**src/rtl/mos6502s_indirect_fetch_seq_if.sv**
```systemverilog
// Bus bundle for the 6502 indirect-operand fetch sequencer: request, memory read port and result.
// master = requester plus memory side; slave = the sequencer.
interface mos6502s_indirect_fetch_seq_if;
  logic        start;
  logic [3:0]  mode;
  logic [7:0]  operand_lo;
  logic [7:0]  operand_hi;
  logic [7:0]  x_reg;
  logic [7:0]  y_reg;
  logic        mem_rd;
  logic [15:0] mem_addr;
  logic        mem_ready;
  logic [7:0]  mem_rdata;
  logic        busy;
  logic        done;
  logic [15:0] eff_addr;
  logic        page_cross;
  logic        err;

  modport master (
    output start, mode, operand_lo, operand_hi, x_reg, y_reg, mem_ready, mem_rdata,
    input  mem_rd, mem_addr, busy, done, eff_addr, page_cross, err
  );

  modport slave (
    input  start, mode, operand_lo, operand_hi, x_reg, y_reg, mem_ready, mem_rdata,
    output mem_rd, mem_addr, busy, done, eff_addr, page_cross, err
  );
endinterface

```
**src/rtl/mos6502s_indirect_fetch_seq.sv**
```systemverilog
// Resolves (abs), (zp,X) and (zp),Y operands by reading the 16-bit pointer from memory.
// Optional macro MOS6502S_CMOS_JMP_FIX_EN selects 65C02 JMP (abs) page-crossing behaviour.
module mos6502s_indirect_fetch_seq (
  input  logic                              clk,
  input  logic                              rst,
  mos6502s_indirect_fetch_seq_if.slave      bus
);

  localparam logic [2:0] IDLE   = 3'd0;
  localparam logic [2:0] RD_LO  = 3'd1;
  localparam logic [2:0] RD_HI  = 3'd2;
  localparam logic [2:0] DONE   = 3'd3;
`ifdef MOS6502S_CMOS_JMP_FIX_EN
  localparam logic [2:0] RD_GAP = 3'd4;
`endif

  localparam logic [3:0] MODE_JMP = 4'd9;
  localparam logic [3:0] MODE_IZX = 4'd10;
  localparam logic [3:0] MODE_IZY = 4'd11;

  logic [2:0]  state_reg, state_next;
  logic [3:0]  mode_reg;
  logic [7:0]  lo_reg, hi_reg, idx_x_reg, idx_y_reg;
  logic [7:0]  lo_byte_reg;
  logic [15:0] eff_addr_reg;
  logic        page_cross_reg, err_reg;

  logic        mode_valid;
  logic [7:0]  zp_base, zp_base_inc, lo_inc;
  logic [15:0] ptr_lo, ptr_hi;
  logic [15:0] ptr_data;
  logic [8:0]  lo_sum;

  assign mode_valid = (bus.mode == MODE_JMP) || (bus.mode == MODE_IZX) || (bus.mode == MODE_IZY);

  assign zp_base     = lo_reg + idx_x_reg;
  assign zp_base_inc = zp_base + 8'd1;
  assign lo_inc      = lo_reg + 8'd1;

  always_comb begin
    ptr_lo = {8'h00, lo_reg};
    ptr_hi = {8'h00, lo_inc};
    case (mode_reg)
      MODE_JMP: begin
        ptr_lo = {hi_reg, lo_reg};
`ifdef MOS6502S_CMOS_JMP_FIX_EN
        ptr_hi = {hi_reg, lo_reg} + 16'd1;
`else
        // NMOS quirk: the increment never carries into the page byte
        ptr_hi = {hi_reg, lo_inc};
`endif
      end
      MODE_IZX: begin
        ptr_lo = {8'h00, zp_base};
        ptr_hi = {8'h00, zp_base_inc};
      end
      default: begin
        ptr_lo = {8'h00, lo_reg};
        ptr_hi = {8'h00, lo_inc};
      end
    endcase
  end

  always_comb begin
    state_next = state_reg;
    case (state_reg)
      IDLE:  if (bus.start) state_next = mode_valid ? RD_LO : DONE;
      RD_LO: begin
        if (bus.mem_ready) begin
`ifdef MOS6502S_CMOS_JMP_FIX_EN
          state_next = (mode_reg == MODE_JMP && lo_reg == 8'hFF) ? RD_GAP : RD_HI;
`else
          state_next = RD_HI;
`endif
        end
      end
`ifdef MOS6502S_CMOS_JMP_FIX_EN
      RD_GAP: state_next = RD_HI;
`endif
      RD_HI: if (bus.mem_ready) state_next = DONE;
      DONE:  state_next = IDLE;
      default: state_next = IDLE;
    endcase
  end

  assign ptr_data = {bus.mem_rdata, lo_byte_reg};
  assign lo_sum   = {1'b0, lo_byte_reg} + {1'b0, idx_y_reg};

  always_ff @(posedge clk or posedge rst) begin
    if (rst) begin
      state_reg      <= IDLE;
      mode_reg       <= 4'd0;
      lo_reg         <= 8'd0;
      hi_reg         <= 8'd0;
      idx_x_reg      <= 8'd0;
      idx_y_reg      <= 8'd0;
      lo_byte_reg    <= 8'd0;
      eff_addr_reg   <= 16'd0;
      page_cross_reg <= 1'b0;
      err_reg        <= 1'b0;
    end else begin
      state_reg <= state_next;
      if (state_reg == IDLE && bus.start) begin
        mode_reg  <= bus.mode;
        lo_reg    <= bus.operand_lo;
        hi_reg    <= bus.operand_hi;
        idx_x_reg <= bus.x_reg;
        idx_y_reg <= bus.y_reg;
        err_reg   <= !mode_valid;
        if (!mode_valid) begin
          eff_addr_reg   <= 16'd0;
          page_cross_reg <= 1'b0;
        end
      end
      if (state_reg == RD_LO && bus.mem_ready) lo_byte_reg <= bus.mem_rdata;
      if (state_reg == RD_HI && bus.mem_ready) begin
        if (mode_reg == MODE_IZY) begin
          eff_addr_reg   <= ptr_data + {8'h00, idx_y_reg};
          page_cross_reg <= lo_sum[8];
        end else begin
          eff_addr_reg   <= ptr_data;
          page_cross_reg <= 1'b0;
        end
      end
    end
  end

  // Address is forced to zero outside the read states so reset drops it immediately
  assign bus.mem_rd     = (state_reg == RD_LO) || (state_reg == RD_HI);
  assign bus.mem_addr   = (state_reg == RD_LO) ? ptr_lo :
                          (state_reg == RD_HI) ? ptr_hi : 16'd0;
  assign bus.busy       = (state_reg != IDLE);
  assign bus.done       = (state_reg == DONE);
  assign bus.err        = (state_reg == DONE) && err_reg;
  assign bus.eff_addr   = eff_addr_reg;
  assign bus.page_cross = page_cross_reg;

endmodule

```
**src/flat_wrapper.sv**
```systemverilog
// flat-port wrapper written by rule: the top's interface ports become plain ports
module mos6502s_indirect_fetch_seq_flat 
  (clk, rst, bus_start, bus_mode, bus_operand_lo, bus_operand_hi, bus_x_reg, bus_y_reg, bus_mem_ready, bus_mem_rdata, bus_mem_rd, bus_mem_addr, bus_busy, bus_done, bus_eff_addr, bus_page_cross, bus_err);
  mos6502s_indirect_fetch_seq_if bus_i ();
  input  logic clk;
  input  logic rst;
  input wire logic [$bits(bus_i.start)-1:0] bus_start;
  input wire logic [$bits(bus_i.mode)-1:0] bus_mode;
  input wire logic [$bits(bus_i.operand_lo)-1:0] bus_operand_lo;
  input wire logic [$bits(bus_i.operand_hi)-1:0] bus_operand_hi;
  input wire logic [$bits(bus_i.x_reg)-1:0] bus_x_reg;
  input wire logic [$bits(bus_i.y_reg)-1:0] bus_y_reg;
  input wire logic [$bits(bus_i.mem_ready)-1:0] bus_mem_ready;
  input wire logic [$bits(bus_i.mem_rdata)-1:0] bus_mem_rdata;
  output wire logic [$bits(bus_i.mem_rd)-1:0] bus_mem_rd;
  output wire logic [$bits(bus_i.mem_addr)-1:0] bus_mem_addr;
  output wire logic [$bits(bus_i.busy)-1:0] bus_busy;
  output wire logic [$bits(bus_i.done)-1:0] bus_done;
  output wire logic [$bits(bus_i.eff_addr)-1:0] bus_eff_addr;
  output wire logic [$bits(bus_i.page_cross)-1:0] bus_page_cross;
  output wire logic [$bits(bus_i.err)-1:0] bus_err;
  assign bus_i.start = bus_start;
  assign bus_i.mode = bus_mode;
  assign bus_i.operand_lo = bus_operand_lo;
  assign bus_i.operand_hi = bus_operand_hi;
  assign bus_i.x_reg = bus_x_reg;
  assign bus_i.y_reg = bus_y_reg;
  assign bus_i.mem_ready = bus_mem_ready;
  assign bus_i.mem_rdata = bus_mem_rdata;
  assign bus_mem_rd = bus_i.mem_rd;
  assign bus_mem_addr = bus_i.mem_addr;
  assign bus_busy = bus_i.busy;
  assign bus_done = bus_i.done;
  assign bus_eff_addr = bus_i.eff_addr;
  assign bus_page_cross = bus_i.page_cross;
  assign bus_err = bus_i.err;
  mos6502s_indirect_fetch_seq u_core (.clk(clk), .rst(rst), .bus(bus_i));
endmodule
```
**config.mk**
```make
export PLATFORM = sky130hd
export DESIGN_NAME = mos6502s_indirect_fetch_seq_flat
export DESIGN_NICKNAME = d
export VERILOG_FILES = /design/src/rtl/mos6502s_indirect_fetch_seq_if.sv /design/src/rtl/mos6502s_indirect_fetch_seq.sv /design/src/flat_wrapper.sv
export SDC_FILE = /design/constraint.sdc
export NUM_CORES = 1
export LEC_CHECK = 0
export BUFFER_PORTS_ARGS = -buffer_cell sky130_fd_sc_hd__buf_2
export CELL_PAD_IN_SITES_DETAIL_PLACEMENT = 2
export CELL_PAD_IN_SITES_GLOBAL_PLACEMENT = 2
export CORE_MARGIN = 10
export CORE_UTILIZATION = 34
export CTS_CLUSTER_DIAMETER = 120
export DETAILED_ROUTE_END_ITERATION = 8
export PLACE_DENSITY = 0.86
export SLEW_MARGIN = 20
export SYNTH_ARGS = -nofsm -noshare
export SYNTH_HDL_FRONTEND = slang
export SYNTH_SLANG_ARGS = --single-unit
```
**constraint.sdc**
```tcl
create_clock -name clk -period 3.45 [get_ports clk]
set_input_delay 0.69 -clock clk [delete_from_list [all_inputs] [get_ports clk]]
set_output_delay 0.69 -clock clk [all_outputs]
set_load 0.01 [all_outputs]
```
# Yosys cells after proc, flatten, opt, wreduce, memory -nomap -nowiden
# Cells that the tools add are included.
# Widths: inputs -> output; s select.
[op_classes]
n_mux = 17
add_sub_neg = 5
n_reduce_logical = 13
n_eq_ne = 13
[op_table]
columns = ["operator", "n"]
rows = [
  ["$mux 16", 6],
  ["$pmux 16 s2", 2],
  ["$eq 4x4->1 const B", 6],
  ["$add 16x8->16", 1],
  ["$add 8x1->8 const B", 2],
  ["$add 8x8->9", 1],
  ["$mux 3", 3],
  ["$pmux 3 s3", 1],
  ["$add 8x8->8", 1],
  ["$ne 2x2->1 const B", 4],
  ["$eq 3x2->1 const B", 2],
  ["$logic_and 1x1->1", 4],
  ["$mux 1", 4],
  ["$eq 3x1->1 const B", 1],
  ["$logic_not 3->1", 1],
  ["$logic_or 1x1->1", 3],
  ["$reduce_and 3->1", 1],
  ["$reduce_bool 3->1", 1],
  ["$mux 2", 1],
  ["$reduce_and 2->1", 1],
  ["$reduce_bool 2->1", 1],
  ["$logic_not 1->1", 1],
]
[totals]
regBits = 65
wordCells = 58
inputBits = 48

# Depth between registers and ports, before layout
# Gate-level depths: netlist of run 1.
[depth]
depth_word = 6
mapped_depth = 10
mapped_depth_nobuf = 10

# Worst setup path after synthesis of run 1
# OpenSTA, ideal clock, no wires.
[synth_timing]
path_kind = "register to output"
start = "register u_core.lo_reg[0]"
end = "output bus_mem_addr[7]"
arrival_ns = 2.408
path_stages_with_launch = 10
t_required_ns = 2.760
setup_slack_ns = 0.352
path_cell_list = "dfrtp_1 > ha_1 > fa_1 > a211oi_1 > nor2_1 > xor2_1 > nand2_1 > nor3_2 > xor2_1 > a211oi_1"
[synth_between]
elab_chain_len = 5
elab_cells_between_ends = 7
classes_between = "add/sub: 3; mux: 4"
[synth_lines]
columns = ["item", "line_no", "source"]
rows = [
  ["from (decl)", "mos6502s_indirect_fetch_seq.sv:23", "logic [7:0] lo_reg, hi_reg, idx_x_reg, idx_y_reg;"],
  ["from (signal assigned)", "mos6502s_indirect_fetch_seq.sv:105", "lo_reg <= bus.operand_lo;"],
  ["$add 8x8->8", "mos6502s_indirect_fetch_seq.sv:36", "assign zp_base = lo_reg + idx_x_reg;"],
  ["$add 8x1->8", "mos6502s_indirect_fetch_seq.sv:37", "assign zp_base_inc = zp_base + 8'd1;"],
  ["$pmux 16 s2", "mos6502s_indirect_fetch_seq.sv:43", "case (mode_reg)"],
  ["$mux 16", "mos6502s_indirect_fetch_seq.sv:131", "(state_reg == RD_HI) ? ptr_hi : 16'd0;"],
  ["$mux 16 *", "mos6502s_indirect_fetch_seq.sv:130", "assign bus.mem_addr = (state_reg == RD_LO) ? ptr_lo :"],
  ["to (decl)", "flat_wrapper.sv:16", "output wire logic [$bits(bus_i.mem_addr)-1:0] bus_mem_addr;"],
]
# Mark *: on every way between the ends. The rest lies on a longest branch, timed or not.

# Final worst setup path of run 1
[layout_timing]
start = "register u_core.lo_reg[0]"
end = "output bus_mem_addr[6]"
# Same word-level chain as after synthesis.

==> flow_summary.ini, run 1 <==
[timing]
slew_headroom_pct = 34.0
final.min_clock_period_ns = 3.46
worst_pin_slew_ns = 0.986
drv_slew = 0
rsz0062_at_grt = yes
timing.final.crit_share_pct = 100
fmax_ghz = 0.289
setup_ws_ns = -0.00979
finalHoldViolCount = 0
skew_ns = 0.00728
setup_viol = 1

[final_layout]
drive_gt1_share_pct = 37.5
layout_commonest_cell = buf_2
final_cell_mix = 84 x buf_2, 64 x dfrtp_1, 43 x mux2_2, 42 x nand2_1, 24 x nor2_1
syn2layout_area_growth_pct = 26.4
largest_reg_flops = 16
antenna_cells = 0
fin_nets = 548

[clock_tree]
clock_latency_ns = 0.33
cts_tree = built
root_buffer = clkbuf_16
clock_sinks = 64
cts_buffer_depth = 2
cts-buffers-inserted = 9
path_clk_slew_ns = 0.06
htree_levels = 3

[global_routing]
grt_max_degree = 44
grt_use_total_pct = 17.2
grt-ovfl-total = 0
antenna_found_initial = 0
grt_pass1_vias = 3953
grt_pass1_wl_mm = 22.1

[worst_setup_path]
worstRegToRegCells = 8
cp_top_family = compound AO/OA/AOI/OAI gates
timing.rr.end = u_core.bus.eff_addr[13]
worstSetupPathType = reg2out
crit_path_start_kind = flip-flop
critPathBufInv = 2
slowest_stage = dfrtp_1
cp.required_ns = 2.76
reg2reg_from = u_core.lo_byte_reg[1]
cp_max_fo = 3
critPathCaptureType = primary output
crit_arrival_ns = 2.77
r2r_slack_ns = 0.82
cpPeakStageDelay_ns = 0.39
path_cells = ha_2 > fa_2 > a211oi_4 > or3b_1 > nand3_1 > buf_4 > o311a_1 > a21oi_2 > buf_2

[synth]
synthCells = 380
ys_ff_latch = 64
synth-edff-count = 0
synth_top_area_share_pct = 41.6
synth_fp_nets = 451
avgSynthCellArea_um2 = 10.1
synthArstFlopShare_pct = 100
synthFlopType = dfrtp_1
yosysWarnings = 0
ys_seq_area_share_pct = 41.6
yosys-top-cells-area = dfrtp_1 42%, mux2_2 13%, ha_1 6.8%
synth_area_um2 = 3850
synth_top_cell_by_area = dfrtp_1
yosys.cell_types.count = 52

[floorplanning]
core_um2 = 10900
dieArea_um2 = 16000
die_w_um = 126
row_count = 38
die_h_um = 126
initial_core_util_pct = 35.2
num_io_pins = 85

[hold_path]
whs_path_depth = 2
min-delay-start = u_core.bus.eff_addr[11]
whs_endpoint = u_core.bus.eff_addr[11]
hold_path.class = reg2reg

[place]
portBuffers = 84
gp_congestion = 0.833
dp_hpwl_mm = 9.41
pre_cts_ws_ns = 0.134

[route]
num_vias = 3367
drc = 0
via_per_inst = 5.43
drt-pass1-iter-count = 6
avgRoutedWirePerCell_um = 22.6
drtAntennaViolNets = 0
routed_wirelength_mm = 14.0
first_iter_violations = 196

[power]
vdd_drop_max_mv = 0.408
p_seq_share_pct = 24.1
pwr-share-comb_pct = 60.3
power.leakage_nw = 2.25
internal-power_mw = 3.28
clockPowerShare_pct = 15.6
switching_share_pct = 45.6
finalPower_mw = 6.04
power.net_switching_mw = 2.75
power_density_nw_per_um2 = 1240

[job]
drv_cap = 0

[run_status]
failed_checks = setup timing
outcome = finished, violations left
==> how the worst max path moves through the flow <==
stage,start,to,slack [ns],cells after the start
final,u_core.lo_reg[0],bus_mem_addr[6],-0.01,9
after CTS,u_core.lo_reg[0],bus_mem_addr[6],0.01,10
after floorplan,u_core.lo_reg[0],bus_mem_addr[7],0.35,9
after global placement,u_core.lo_reg[0],bus_mem_addr[7],0.27,10
after detailed placement,u_core.lo_reg[0],bus_mem_addr[7],0.13,10
after global routing,u_core.lo_reg[0],bus_mem_addr[7],-0.12,10
==> synthesized netlist by cell type (2+ instances only) <==
library cell,number
mux2_2,43
buf_2,5
and2_1,10
and3_1,2
ha_1,21
fa_1,2
o31ai_1,4
inv_1,15
clkbuf_1,7
o211ai_1,2
or2_2,2
nor3b_1,4
xor2_1,11
a21o_1,3
nand4_1,3
a211oi_1,6
a32oi_1,3
nor3_1,3
nor2_1,24
nor3_2,3
nor2b_1,3
dfrtp_1,64
o21ai_0,18
o21ai_1,5
a21oi_1,20
xnor2_1,12
nand2_1,42
mux2i_1,5
o22ai_1,4
nand3_1,11
a22o_1,2
==> what timing repair did <==
item                       CTS  global route
buffers inserted             6             1
setup endpoints to repair    4             4
gates resized for setup      7             7
hold buffers                 0             0
pin swaps                   10             4
==> routing by layer <==
metal | global-route usage, % | part of all wire, % | up-vias
li1 | - | - | 1538
met1 | 20.0 | 43 | 1737
met2 | 29.9 | 51 | 71
met3 | 3.54 | 3.3 | 21
met4 | 7.23 | 2.3 | 0
met5 | 0 | 0 | -
==> worst reg2reg max path: cells and delay by family (launching register included) <==
family | cells | cell delay, ns
xor gates and xnor gates | 1 | 0.16
and+or+nand+nor | 2 | 0.42
adders and majority gates | 1 | 0.31
DFF | 1 | 0.41
AOI/OAI and AO/OA | 4 | 1.20
==> cells by family (layout without fill, tap and decap cells) <==
group | Yosys count | in the layout | synth area share, %
AND/OR/NAND/NOR | 113 | 113 | 14.3
AO/OA/AOI/OAI | 81 | 81 | 13.9
flip-flops | 64 | 64 | 41.6
multiplexers | 48 | 48 | 13.9
buffers and inverters | 27 | 127 | 2.80
XOR/XNOR | 24 | 24 | 5.66
adder cells (fa/ha/maj) | 23 | 23 | 7.87
==> power by group through the flow <==
stage | Clock, mW | Sequential, mW | Combinational, mW
after floorplan | 0 | 1.38 | 2.19
after global placement | 0 | 1.41 | 2.91
after detailed placement | 0 | 1.45 | 3.08
after CTS | 0.956 | 1.44 | 3.42
after global routing | 0.991 | 1.51 | 3.95
final | 0.940 | 1.45 | 3.64
==> stage by stage <==
| stage | hold slack, ns | area (µm²) | std cells | TNS (ns) | utilization [%] |
|---|---|---|---|---|---|
| floorplan | 0.450 | 3850 | 380 | 0 | - |
| global placement | 0.461 | 4440 | 599 | 0 | 40.6 |
| detailed placement | 0.484 | 4440 | 599 | 0 | 40.6 |
| CTS | 0.497 | 4820 | 619 | 0 | 44.1 |
| global route | 0.506 | 4860 | 620 | -0.468 | 44.5 |
| finish | 0.488 | 4860 | 620 | -0.00979 | 44.5 |
==> cell type report <==
cell class                      instances  area (µm²)
Fill cell                            1152        6070
Multi-Input combinational cell        289        2210
Sequential cell                        64        1600
Timing Repair Buffer                   98         526
Clock buffer                           11         253
Tap cell                              140         175
Inverter                               15        56.3
Clock inverter                          3        42.5
No activity file was read; power rests on OpenSTA's default activity.
==> run 2: changes to the inputs <==
--- a/config.mk
+++ b/config.mk
@@ -8,6 +8,7 @@
 export BUFFER_PORTS_ARGS = -buffer_cell sky130_fd_sc_hd__buf_2
 export CELL_PAD_IN_SITES_DETAIL_PLACEMENT = 2
 export CELL_PAD_IN_SITES_GLOBAL_PLACEMENT = 2
+export CORE_ASPECT_RATIO = 1.2
 export CORE_MARGIN = 10
 export CORE_UTILIZATION = 34
 export CTS_CLUSTER_DIAMETER = 120
==> run 2 against run 1 <==
  * Global-route usage shrank 0.097 points
  * Fmax shrank 2.0%
  * Cell count grew 0.48%
  * Clock skew is essentially flat
  * Sequential power is essentially flat
  * Flip-flop and latch count is the same
  * Count of clock-buffer cells in the layout shrank 2
  * Power grew 6.1%
  * The flow still finishes with violations (setup timing)
  * Routed wire length is essentially flat
==> flow_summary.ini, run 2 (synthesized netlist as in run 1, its figures left out) <==
[worst_setup_path]
reg2reg_from = u_core.lo_byte_reg[1]
crit_arrival_ns = 2.84
cp.required_ns = 2.76
timing.rr.end = u_core.bus.eff_addr[13]
crit_path_start_kind = flip-flop
worstSetupPathType = reg2out
cp_max_fo = 4
r2r_slack_ns = 1.00
critPathCaptureType = primary output
worstRegToRegCells = 8

[timing]
worst_pin_slew_ns = 0.947
timing.final.crit_share_pct = 102
skew_ns = 0.00761
drv_slew = 0
finalHoldWorstSlack_ns = 0.449
finalHoldViolCount = 0
setup_ws_ns = -0.0796
rsz0062_at_grt = yes
finalSetupTns_ns = -0.257
slew_headroom_pct = 36.7
fmax_ghz = 0.283
setup_viol = 5
final.min_clock_period_ns = 3.53

[place]
pre_cts_ws_ns = 0.0250
gp_congestion = 0.852
dp.cells = 591
placed_area_um2 = 4430
portBuffers = 84
dp_hpwl_mm = 9.90

[global_routing]
grt_max_degree = 30
grt_pass1_wl_mm = 21.1
grt_use_total_pct = 17.1
antenna_found_initial = 0
grt-ovfl-total = 0
grt_pass1_vias = 3863

[floorplanning]
dieArea_um2 = 16000
initial_core_util_pct = 34.9
die_w_um = 117
core_um2 = 11000
num_io_pins = 85
row_count = 42
die_h_um = 137

[route]
first_iter_violations = 134
avgRoutedWirePerCell_um = 22.5
via_per_inst = 5.44
num_vias = 3389
drt-pass1-iter-count = 4
drc = 0
routed_wirelength_mm = 14.0
drtAntennaViolNets = 0

[power]
finalPower_mw = 6.40
power_density_nw_per_um2 = 1280
vdd_drop_max_mv = 0.384
power.leakage_nw = 2.31

[final_layout]
instances_no_fill = 623
fillers = 1198
stdcell_area_um2 = 5010
syn2layout_area_growth_pct = 30.1
layout_commonest_cell = buf_2
final_cell_mix = 84 x buf_2, 63 x dfrtp_1, 43 x mux2_2, 39 x nand2_1, 22 x nor2_1
fin_nets = 557
antenna_cells = 0
fin_util_pct = 45.4
drive_gt1_share_pct = 40.5
largest_reg_flops = 16

[clock_tree]
htree_levels = 3
path_clk_slew_ns = 0.06
cts-buffers-inserted = 9
cts_tree = built
clock_latency_ns = 0.33
clock_sinks = 64
root_buffer = clkbuf_16
cts_buffer_depth = 2

[run_status]
failed_checks = setup timing
outcome = finished, violations left

[job]
drv_cap = 0

[hold_path]
hold_path.class = in2async
==> run 2: worst max-delay path by stage <==
stage,start,slack (ns),endpoint,cells past startpoint
finish,u_core.lo_reg[0],-0.08,bus_mem_addr[2],13
global route,u_core.lo_reg[0],-0.24,bus_mem_addr[5],10
CTS,u_core.lo_reg[0],0.004,bus_mem_addr[7],10
detailed placement,u_core.lo_reg[0],0.02,bus_mem_addr[7],10
global placement,u_core.lo_reg[0],0.17,bus_mem_addr[7],10
floorplan,u_core.lo_reg[0],0.35,bus_mem_addr[7],9
==> run 2: area by class of cell <==
cell class                 count  area [µm²]  area share (%)
inverter                      15        56.3            1.12
tap                          132         165            3.30
clock inverter                 7        80.1            1.60
clock buffer                   9         225            4.50
multi-input combinational    289        2280            45.5
timing repair buffer         107         601            12.0
sequential                    64        1600            32.0
==> run 2: power by group <==
part	switching (mW)	internal, mW
clock	0.357	0.566
combinational	2.24	1.80
sequential	0.322	1.12
==> run 2: critical path, stage by stage (launching register included) <==
cell	delay [ns]
dfrtp_2	0.44
ha_4	0.18
fa_2	0.46
xor2_4	0.20
buf_4	0.16
buf_4	0.12
buf_4	0.13
buf_4	0.12
buf_4	0.12
buf_4	0.12
buf_4	0.13
nor2_4	0.07
o32ai_2	0.08
buf_2	0.16
==> run 2: what timing repair did <==
action / 4_1_cts / 5_1_grt
resized for setup: 6 / 24
hold buffers: 0 / 0
pin swaps: 3 / 16
setup endpoints to repair: 4 / 5
hold endpoints to repair: 0 / 0
setup buffers: 9 / 7
==> run 2: routing by layer <==
| metal | share of wire (%) | track usage [%] | wire length [µm] |
|---|---|---|---|
| met3 | 3.9 | 3.42 | 540 |
| met1 | 37 | 17.3 | 5180 |
| met4 | 2.7 | 6.12 | 375 |
| met5 | 0 | 0 | 0 |
| met2 | 56 | 33.1 | 7890 |
